**config.mk**
```make
export PLATFORM = sky130hd
export DESIGN_NAME = alu_issue_ctrl
export DESIGN_NICKNAME = d
export VERILOG_FILES = /design/src/rtl/alu_issue_ctrl.sv
export SDC_FILE = /design/constraint.sdc
export NUM_CORES = 1
export LEC_CHECK = 0
export ABC_AREA = 1
export CAP_MARGIN = 10
export CORE_MARGIN = 2
export CORE_UTILIZATION = 46
export CTS_CLUSTER_SIZE = 8
export DETAILED_ROUTE_END_ITERATION = 7
export GPL_TIMING_DRIVEN = 0
export PLACE_DENSITY = 0.88
export SETUP_SLACK_MARGIN = 0.3
export SYNTH_ARGS = -nofsm -noshare
export SYNTH_HDL_FRONTEND = slang
export SYNTH_SLANG_ARGS = --single-unit
```
**constraint.sdc**
```tcl
create_clock -name clk -period 7.01 [get_ports clk]
set_input_delay 1.0515 -clock clk [delete_from_list [all_inputs] [get_ports clk]]
set_output_delay 1.0515 -clock clk [all_outputs]
set_load 0.02 [all_outputs]
```
**src/rtl/alu_issue_ctrl.sv**
```systemverilog
// alu_issue_ctrl: single-outstanding issue controller for a combinational ALU.
// It accepts one request and drives the ALU operand/opcode registers. It
// captures the ALU result one cycle later and holds the response until the
// consumer takes it. Illegal opcodes and divide-by-zero are answered directly
// with an error response, and the ALU is never driven for them.
module alu_issue_ctrl #(
  parameter int WIDTH = 32
) (
  input  logic             clk,
  input  logic             rst,
  // request channel
  input  logic             req_valid,
  output logic             req_ready,
  input  logic [4:0]       req_op,
  input  logic [WIDTH-1:0] req_a,
  input  logic [WIDTH-1:0] req_b,
  input  logic [3:0]       req_tag,
  // ALU drive
  output logic [WIDTH-1:0] alu_in1,
  output logic [WIDTH-1:0] alu_in2,
  output logic [4:0]       opcode,
  input  logic [WIDTH-1:0] alu_result,
  input  logic             alu_flag,
  // response channel
  output logic             rsp_valid,
  input  logic             rsp_ready,
  output logic [WIDTH-1:0] rsp_result,
  output logic             rsp_flag,
  output logic             rsp_err,
  output logic [3:0]       rsp_tag,
  output logic [15:0]      op_count
);

  typedef enum logic [1:0] {
    IDLE  = 2'd0,
    ISSUE = 2'd1,
    RESP  = 2'd2
  } state_t;

  localparam logic [4:0] OP_DIV         = 5'b00011;
  localparam logic [4:0] OP_ILLEGAL_MIN = 5'b01111;

  state_t           state_q;
  logic             req_ready_q;
  logic             rsp_valid_q;
  logic [WIDTH-1:0] rsp_result_q;
  logic             rsp_flag_q;
  logic             rsp_err_q;
  logic [3:0]       tag_q;
  logic [WIDTH-1:0] alu_in1_q;
  logic [WIDTH-1:0] alu_in2_q;
  logic [4:0]       opcode_q;
  logic [15:0]      op_count_q;

  logic accept;
  logic req_illegal;
  logic req_div_zero;

  // Only the compare operations produce a meaningful flag. For all others the flag is masked.
  function automatic logic is_flag_op(input logic [4:0] op);
    return (op == 5'b00000) || (op == 5'b01000) ||
           (op == 5'b01011) || (op == 5'b01100);
  endfunction

  // Request decode. The request is only looked at while the controller is ready.
  // NOTE: continuous assigns and always_comb with full defaults cannot infer
  // latches; every combinational output here is assigned on every path.
  assign accept       = req_valid && req_ready_q;
  assign req_illegal  = (req_op >= OP_ILLEGAL_MIN);
  assign req_div_zero = (req_op == OP_DIV) && (req_b == '0);

  // Issue FSM with registered outputs. Error requests skip ISSUE and leave the ALU drive untouched.
  // NOTE: all state here is updated with non-blocking assignments so every
  // register samples pre-edge values, independent of statement order.
  always_ff @(posedge clk or posedge rst) begin
    if (rst) begin
      state_q      <= IDLE;
      req_ready_q  <= 1'b1;
      rsp_valid_q  <= 1'b0;
      rsp_result_q <= '0;
      rsp_flag_q   <= 1'b0;
      rsp_err_q    <= 1'b0;
      tag_q        <= '0;
      alu_in1_q    <= '0;
      alu_in2_q    <= '0;
      opcode_q     <= '0;
      op_count_q   <= '0;
    end else begin
      case (state_q)
        IDLE: begin
          if (accept) begin
            tag_q       <= req_tag;
            req_ready_q <= 1'b0;
            if (req_illegal) begin
              rsp_result_q <= '0;
              rsp_flag_q   <= 1'b0;
              rsp_err_q    <= 1'b1;
              rsp_valid_q  <= 1'b1;
              state_q      <= RESP;
            end else if (req_div_zero) begin
              rsp_result_q <= '1;
              rsp_flag_q   <= 1'b0;
              rsp_err_q    <= 1'b1;
              rsp_valid_q  <= 1'b1;
              state_q      <= RESP;
            end else begin
              alu_in1_q <= req_a;
              alu_in2_q <= req_b;
              opcode_q  <= req_op;
              state_q   <= ISSUE;
            end
          end
        end
        ISSUE: begin
          rsp_result_q <= alu_result;
          rsp_flag_q   <= is_flag_op(opcode_q) && alu_flag;
          rsp_err_q    <= 1'b0;
          rsp_valid_q  <= 1'b1;
          state_q      <= RESP;
        end
        RESP: begin
          if (rsp_ready) begin
            rsp_valid_q <= 1'b0;
            req_ready_q <= 1'b1;
            op_count_q  <= op_count_q + 16'd1;
            state_q     <= IDLE;
          end
        end
        default: begin
          rsp_valid_q <= 1'b0;
          req_ready_q <= 1'b1;
          state_q     <= IDLE;
        end
      endcase
    end
  end

  assign req_ready  = req_ready_q;
  assign rsp_valid  = rsp_valid_q;
  assign rsp_result = rsp_result_q;
  assign rsp_flag   = rsp_flag_q;
  assign rsp_err    = rsp_err_q;
  assign rsp_tag    = tag_q;
  assign alu_in1    = alu_in1_q;
  assign alu_in2    = alu_in2_q;
  assign opcode     = opcode_q;
  assign op_count   = op_count_q;

endmodule

```
==> impl_metrics.yaml, run 1 <==
status:
  status: "finished, final reports clean"
setup_path:
  reg2reg_depth: 10
  path_cells: "clkdlybuf4s50_1"
  cpLargestDelayFamily: "buffers and inverters"
  rrSetupSlack_ns: 5.23
  cp.arrival_ns: 1.58
  r2r_start: "req_ready$_DFFE_PP1P_"
  cp.required_ns: 5.96
  path_max_fanout: 3
  criticalPathCategory: "flop to primary output"
  endpoint_kind: "primary output"
  slowest_delay_ns: 0.64
  crit_buf_inv: 1
  rr_endpoint: "alu_in2[17]$_DFFE_PP0P_"
  start_kind: "flop"
  crit_slowest_cell: "clkdlybuf4s50_1"
timing:
  fmax_ghz: 0.380
  finalHoldViolations: 0
  relSlewSlack: 0.601
  setup_tns_ns: 0
  rsz0062_at_grt: "false"
  min_period_ns: 2.63
  worst_pin_slew_ns: 0.599
  drv_slew: 0
  setup_violations: 0
  period_share: 0.376
  setup_slack_ns: 4.38
  fin_skew_ns: 0.00745
logic_synthesis:
  synthFlopType: "dfrtp_1"
  synthArstFlopShare: 1.00
  avgSynthCellArea_sq_um: 8.20
  yosysSeqAreaShare: 0.577
  ys_seq_elements: 127
  netlist.area_leader.share: 0.572
  yosysMostFrequentCell: "nand2_1"
  syn_nets: 783
  ys_warn_count: 0
  synth_edf_count: 0
  synth_top_area_cell: "dfrtp_1"
  synth.area.top_cells: "dfrtp_1 57%, nand2_1 25%, nand3_1 3.9%"
  synth_common_cells: "365 x nand2_1, 126 x dfrtp_1, 43 x nand3_1, 29 x nor2_1, 27 x inv_1"
  netlist_area_sq_um: 5510
  syn_inst: 672
  synthDistinctLibCells: 28
detailed_routing:
  viasPerCell: 4.90
  first_pass_iters: 5
  drc_errors: 0
  drt_wl_total_um: 16200
  antenna_left: 0
  routed-via-count: 5293
  drt_iter0_drc: 517
  wire_per_inst_um: 15.0
global_routing:
  grt_first_pass_wirelength_um: 26100
  grt_max_degree: 66
  overflow: 0
  grt_pass1_vias: 5332
  grt_antenna_before_repair: 0
  grt_use_total: 0.259
layout:
  drive_gt1_frac: 0.0800
  fin_nets: 1037
  area_growth_pct: 57.4
  final_area_sq_um: 8670
  diodes: 0
  utilization: 0.750
worst_hold_path:
  hp-class: "flop to flop"
  min_from: "rsp_result[27]$_DFFE_PP0P_"
  hold_end: "rsp_result[27]$_DFFE_PP0P_"
  holdPathStages: 2
place:
  pre_cts_ws_ns: 4.07
  place.gp.congestion: 0.842
  numPortBuffers: 234
  placed_area_sq_um: 8060
  place_hpwl_um: 11800
pwr:
  power_density_nw_per_um2: 441
  vdd.ir_drop.worst_uv: 277
  p_leak_nw: 4.30
  p_total_w: 0.00383
clock_network:
  cts_tree: "built"
  hold_buffers: 0
  cts_root_buffer: "clkbuf_16"
  cts_setup_buffers: 0
  cts.clk_slew.worst_paths_ns: 0.06
  clk_latency_ns: 0.41
  cts_buffers: 17
  cts_num_sinks: 127
  htreeDepth: 4
  ctsResizeCount: 0
  cts_buffer_depth: 2
floorplan:
  placementRows: 39
  die_h_um: 113
  start_util: 0.476
  die_x_um: 113
  core-area_sq_um: 11600
  io_pins: 235
  die_area_sq_um: 12900
job:
  drv_cap: 0
## cell usage in the layout (no fill, tap or decap), types with 2 or more instances in the layout
| cell | netlist | routed |
|---|---|---|
| bufinv_16 | 0 | 3 |
| inv_1 | 27 | 26 |
| clkdlybuf4s50_1 | 0 | 234 |
| buf_4 | 2 | 2 |
| xnor2_1 | 6 | 6 |
| clkbuf_16 | 0 | 17 |
| nand3_4 | 2 | 2 |
| inv_2 | 3 | 3 |
| nand3_1 | 43 | 43 |
| clkbuf_8 | 0 | 3 |
| o21ai_0 | 14 | 14 |
| xor2_1 | 6 | 6 |
| nand2_1 | 365 | 365 |
| clkbuf_1 | 3 | 5 |
| nor2_1 | 29 | 29 |
| buf_2 | 21 | 21 |
| buf_6 | 3 | 3 |
| nand4_1 | 3 | 3 |
| clkinvlp_4 | 0 | 4 |
| nor2_2 | 7 | 7 |
| dfrtp_1 | 126 | 126 |
## metrics by stage
step                      hold slack [ns]  cells
final                               0.467   1081
after global routing                0.482   1081
after CTS                           0.472   1081
after detailed placement            0.458   1050
after global placement              0.452   1049
after floorplan                     0.550    672
## cells by family after synthesis
group,share of synthesized area
DFF,0.577
AOI/OAI and AO/OA,0.0136
buffers and inverters,0.0513
xor gates and xnor gates,0.0191
and+or+nand+nor,0.337
adders and majority gates,0.00227
## report_power, final
| part | total [W] | switching [W] | internal (W) |
|---|---|---|---|
| registers | 0.00123 | 0.000190 | 0.00104 |
| clock network | 0.000907 | 0.000321 | 0.000586 |
| logic | 0.00169 | 0.000925 | 0.000763 |
## state kept, by name, summed over array words and instances (netlist names)
register	flops
alu_in1	32
alu_in2	32
op_count	16
opcode	5
req_ready	1
rsp_err	1
rsp_flag	1
rsp_result	32
rsp_tag	4
rsp_valid	1
state_q	2
## how the worst max path moves through the flow
| stage | startpoint | endpoint | slack, ns | cells after the start |
|---|---|---|---|---|
| floorplan | rst | alu_in1[0]$_DFFE_PP0P_ | 2.58 | 1 |
| global placement | rst | op_count[6]$_DFFE_PP0P_ | 0.79 | 2 |
| detailed placement | req_b[30] | alu_in2[13]$_DFFE_PP0P_ | 4.07 | 13 |
| CTS | req_ready$_DFFE_PP1P_ | req_ready | 4.37 | 1 |
| global route | req_b[30] | rsp_result[18]$_DFFE_PP0P_ | 4.31 | 12 |
| finish | req_ready$_DFFE_PP1P_ | req_ready | 4.38 | 1 |
## per-layer routing
layer / global-route usage / wire length (um)
met1: 0.315 / 6530
met2: 0.436 / 7950
met3: 0.0792 / 1310
met4: 0.0984 / 384
met5: 0 / 0
## final cells by class
cell class                      instances  area (sq um)
Multi-Input combinational cell        485          2050
Timing Repair Buffer                  235          2370
Sequential cell                       127          3180
Clock buffer                           22           474
Clock inverter                          9           134
Tap cell                              143           179
Buffer                                 30           170
Fill cell                             841          2890
Inverter                               30           118
No activity file was read; power rests on OpenSTA's default activity.
==> run 2, diff against run 1 <==
--- a/config.mk
+++ b/config.mk
@@ -8,11 +8,11 @@
 export ABC_AREA = 1
 export CAP_MARGIN = 10
 export CORE_MARGIN = 2
-export CORE_UTILIZATION = 46
+export CORE_UTILIZATION = 39
 export CTS_CLUSTER_SIZE = 8
 export DETAILED_ROUTE_END_ITERATION = 7
 export GPL_TIMING_DRIVEN = 0
-export PLACE_DENSITY = 0.88
+export PLACE_DENSITY = 0.8
 export SETUP_SLACK_MARGIN = 0.3
 export SYNTH_ARGS = -nofsm -noshare
 export SYNTH_HDL_FRONTEND = slang
==> constraint.sdc (replaced) <==
create_clock -name clk -period 2.2 [get_ports clk]
set_input_delay 0.33 -clock clk [delete_from_list [all_inputs] [get_ports clk]]
set_output_delay 0.33 -clock clk [all_outputs]
set_load 0.02 [all_outputs]
==> impl_metrics.yaml, run 2 (synthesis gave the netlist of run 1 again) <==
detailed_routing:
  wire_per_inst_um: 14.0
  wl_met2_um: 7510
  wl_met1_um: 6440
  routed-via-count: 5216
  viasPerCell: 4.65
  antenna_left: 0
  drc_errors: 0
  first_pass_iters: 4
  drt_iter0_drc: 248
  drt_wl_total_um: 15700
  top_layer_used: "met4"
  wl_met3_um: 1370
global_routing:
  grt_first_pass_wirelength_um: 24700
  grt_use_total: 0.213
  grt_max_degree: 38
  overflow: 0
  grt_antenna_before_repair: 0
  grt_pass1_vias: 5038
pwr:
  p_leak_nw: 4.32
  power_density_nw_per_um2: 1380
  p_int_w: 0.00760
  vdd.ir_drop.worst_uv: 761
  seqPwrFrac: 0.322
  p_switching_w: 0.00454
  p_clk_frac: 0.240
  switching_share: 0.374
  p_comb_frac: 0.438
timing:
  fin_skew_ns: 0.00645
  whs_ns: 0.392
  setup_violations: 0
  min_period_ns: 1.81
  relSlewSlack: 0.500
  period_share: 0.822
  drv_slew: 0
  fmax_ghz: 0.553
  worst_pin_slew_ns: 0.748
  finalHoldViolations: 0
  rsz0062_at_grt: "false"
  setup_tns_ns: 0
setup_path:
  crit_slowest_cell: "clkdlybuf4s50_1"
  start_kind: "flop"
  slowest_delay_ns: 0.64
  rrSetupSlack_ns: 0.46
  crit_buf_inv: 1
  rr_endpoint: "alu_in2[11]$_DFFE_PP0P_"
  cpLargestDelayFamily: "buffers and inverters"
  cp.arrival_ns: 1.48
  path_max_fanout: 5
  r2r_start: "req_ready$_DFFE_PP1P_"
  endpoint_kind: "primary output"
  cp.required_ns: 1.87
  criticalPathCategory: "flop to primary output"
  reg2reg_depth: 10
  path_cells: "clkdlybuf4s50_1"
place:
  numPortBuffers: 234
  place_hpwl_um: 11600
  place.gp.congestion: 0.812
layout:
  final_common_cell: "nand2_1"
  fin_nets: 1039
  diodes: 0
  drive_gt1_frac: 0.0861
  area_growth_pct: 59.2
  final_cell_mix: "364 x nand2_1, 233 x clkdlybuf4s50_1, 126 x dfrtp_1"
floorplan:
  die_h_um: 123
  io_pins: 235
  die_area_sq_um: 15100
  core-area_sq_um: 13800
  die_x_um: 123
  placementRows: 43
  start_util: 0.399
clock_network:
  cts_buffers: 17
  cts.clk_slew.worst_paths_ns: 0.06
  cts_buffer_depth: 2
  htreeDepth: 4
  clk_latency_ns: 0.41
  cts_num_sinks: 127
  cts_tree: "built"
  cts_root_buffer: "clkbuf_16"
job:
  drv_cap: 0
status:
  status: "finished, final reports clean"
worst_hold_path:
  hp-class: "primary input to async pin"
[run 2: changes by cell type in the layout (fill, tap and decap cells not counted), moves of 2 or more]
cell	delta
inv_4	+2
inv_2	-2
clkbuf_1	-2
clkinv_2	+2
buf_12	+3
[run 2: cell type report]
type	instances	area (sq um)
timing repair buffer	237	2400
buffer	30	170
clock inverter	13	161
multi-input combinational	485	2060
sequential	127	3180
inverter	30	121
tap	180	225
fill	1198	5060
clock buffer	19	453
[run 2: worst max-delay path by stage]
stage | start | end | cells past startpoint
CTS | opcode[3]$_DFFE_PP0P_ | opcode[3] | 1
global route | req_ready$_DFFE_PP1P_ | alu_in2[19]$_DFFE_PP0P_ | 10
floorplan | rst | alu_in1[0]$_DFFE_PP0P_ | 1
detailed placement | req_b[28] | alu_in2[11]$_DFFE_PP0P_ | 13
global placement | rst | alu_in1[10]$_DFFE_PP0P_ | 2
finish | op_count[4]$_DFFE_PP0P_ | op_count[4] | 1
[run 2: power by group through the flow]
stage          sequential [W]  clock [W]  combinational (W)
5_1_grt               0.00403    0.00308            0.00576
2_1_floorplan         0.00506          0            0.00154
6_report              0.00391    0.00291            0.00531
3_5_place_dp          0.00393          0            0.00537
3_3_place_gp          0.00391          0            0.00528
4_1_cts               0.00392    0.00297            0.00537
[run 2: timing repair]
action | CTS | global route
setup endpoints to repair | 1 | 43
setup buffers | 0 | 0
hold buffers | 0 | 0
resized for setup | 1 | 4
[run 2: through the flow]
stage	power [W]	util	std cells	worst slack, ns	cell area [sq um]
after floorplan	0.00660	-	672	0.304	5510
after global placement	0.00919	0.584	1086	-0.909	8080
after detailed placement	0.00929	0.589	1089	0.00165	8140
after CTS	0.0123	0.633	1121	0.368	8750
after global routing	0.0129	0.634	1121	0.323	8770
final	0.0121	0.634	1121	0.391	8770
[run 2: per-layer routing]
layer	GRT usage	vias up
met2	0.349	193
met1	0.261	2415
met4	0.0884	0
met3	0.0674	27
li1	-	2581
met5	0	-
==> run 3, diff against run 2 <==
==> constraint.sdc (replaced) <==
create_clock -name clk -period 1.6 [get_ports clk]
set_input_delay 0.24 -clock clk [delete_from_list [all_inputs] [get_ports clk]]
set_output_delay 0.24 -clock clk [all_outputs]
set_load 0.02 [all_outputs]
==> impl_metrics.yaml, run 3 (synthesis gave the netlist of run 1 again) <==
status:
  status: "finished, violations left"
  violations: "negative setup slack"
timing:
  min_period_ns: 1.61
  setup_slack_ns: -0.00706
  relSlewSlack: 0.645
  drv_slew: 0
  finalHoldViolations: 0
  setup_tns_ns: -0.00706
  rsz0062_at_grt: "true"
  fmax_ghz: 0.622
  period_share: 1.00
  setup_violations: 1
  worst_pin_slew_ns: 0.531
  fin_skew_ns: 0.00621
global_routing:
  grt_first_pass_wirelength_um: 27000
  grt_use_total: 0.232
  grt_max_degree: 41
  grt_antenna_before_repair: 0
  overflow: 0
  grt_pass1_vias: 5414
setup_path:
  cp.arrival_ns: 1.90
  path_max_fanout: 7
  cp.required_ns: 1.90
  rrSetupSlack_ns: 0.01
  crit_slowest_cell: "clkdlybuf4s50_1"
  criticalPathCategory: "primary input to flop"
  start_kind: "primary input"
  slowest_delay_ns: 0.45
  cpLargestDelayFamily: "buffers and inverters"
  crit_buf_inv: 4
  path_cells: "clkdlybuf4s50_1, nor2_1, nand4_1, nor2_2, nand2_4, nand3_4, clkinv_4, buf_8, clkbuf_16, nand2_2, nand2_1"
  endpoint_kind: "flop"
layout:
  diodes: 0
  fillCellCount: 1080
  final_common_cell: "nand2_1"
  area_growth_pct: 74.5
  final_cell_mix: "235 x nand2_1, 124 x dfrtp_1, 111 x nand2_2"
  drive_gt1_frac: 0.422
  fin_nets: 1096
detailed_routing:
  antenna_left: 0
  first_pass_iters: 4
  drc_errors: 0
  wl_met1_um: 7200
  routed-via-count: 5670
  drt_iter0_drc: 349
  drt_wl_total_um: 18700
  wire_per_inst_um: 15.9
  wl_met3_um: 1480
  top_layer_used: "met4"
  viasPerCell: 4.82
  wl_met2_um: 9590
floorplan:
  die_h_um: 123
  placementRows: 43
  core-area_sq_um: 13800
  start_util: 0.399
  die_area_sq_um: 15100
  die_x_um: 123
  io_pins: 235
clock_network:
  cts_num_sinks: 127
  cts_tree: "built"
  htreeDepth: 4
  cts_buffers: 17
  hold_buffers: 0
  clk_latency_ns: 0.41
  cts.clk_slew.worst_paths_ns: 0.05
  cts_buffer_depth: 2
  cts_root_buffer: "clkbuf_16"
job:
  drv_cap: 0
place:
  place.gp.congestion: 0.828
  pre_cts_ws_ns: -0.561
  numPortBuffers: 234
  place_hpwl_um: 11800
pwr:
  p_leak_nw: 5.10
  power_density_nw_per_um2: 1820
  vdd.ir_drop.worst_uv: 962
worst_hold_path:
  hp-class: "primary input to flop"
==> run 3: changes by cell type in the layout (fill, tap and decap cells not counted), sizes merged <==
cell | previous run | this run
inv | 31 | 28
bufinv | 3 | 2
clkinvlp | 5 | 2
clkbuf | 23 | 68
dlymetal6s2s | 0 | 12
clkdlybuf4s50 | 233 | 83
buf | 29 | 172
dlygate4sd2 | 1 | 14
==> run 3: power breakdown <==
| part | leakage, nW | internal (W) | switching, W | total [W] |
|---|---|---|---|---|
| sequential | 1.60 | 0.00458 | 0.00100 | 0.00558 |
| clock | 0.277 | 0.00240 | 0.00136 | 0.00376 |
| combinational | 3.23 | 0.00341 | 0.00478 | 0.00819 |
| total | 5.10 | 0.0104 | 0.00714 | 0.0175 |
==> run 3: final cells by class <==
class	count	area, sq um	area share
flip-flops and latches	127	3180	0.331
clock inverters	6	82.6	0.00859
multi-input cells	485	2690	0.280
clock buffers	25	485	0.0505
repair buffers	294	2500	0.260
well taps	180	225	0.0234
plain buffers	30	325	0.0338
inverters	30	126	0.0131
==> run 3: what timing repair did <==
| item | in CTS | in global routing |
|---|---|---|
| pin swaps | 38 | 51 |
| gates cloned | 7 | 5 |
| setup buffers | 27 | 18 |
| setup endpoints to repair | 240 | 157 |
| gates resized for setup | 484 | 276 |
==> run 3: metrics by stage <==
stage,power (W),util,std cells,hold WS (ns),instance area (sq um)
after floorplan,0.00927,-,672,0.350,5640
after global placement,0.0128,0.594,1086,0.452,8210
after detailed placement,0.0130,0.598,1089,0.458,8270
after CTS,0.0162,0.641,1154,0.149,8860
after global routing,0.0185,0.696,1177,0.0895,9620
final,0.0175,0.696,1177,0.0835,9620
==> run 3: worst min-delay path, delay by kind of cell <==
kind	cells	cell delay [ns]
and+or+nand+nor	2	0.11
buffers and inverters	1	0.12
==> run 3: final timing paths <==
kind / start / end / cells after the start
min reg2reg: rsp_tag[3]$_DFFE_PP0P_ / rsp_tag[3]$_DFFE_PP0P_ / 2
max: req_b[14] / alu_in2[9]$_DFFE_PP0P_ / 11
min in group asynchronous: rst / alu_in2[9]$_DFFE_PP0P_ / 2
max in group asynchronous: rst / req_ready$_DFFE_PP1P_ / 3
max reg2reg: req_ready$_DFFE_PP1P_ / alu_in2[9]$_DFFE_PP0P_ / 10
min: req_b[5] / alu_in2[5]$_DFFE_PP0P_ / 3
==> run 3: layer usage <==
layer | up-vias | track usage
li1 | 2704 | -
met2 | 227 | 0.398
met4 | 0 | 0.0941
met1 | 2703 | 0.270
met5 | - | 0
met3 | 36 | 0.0706
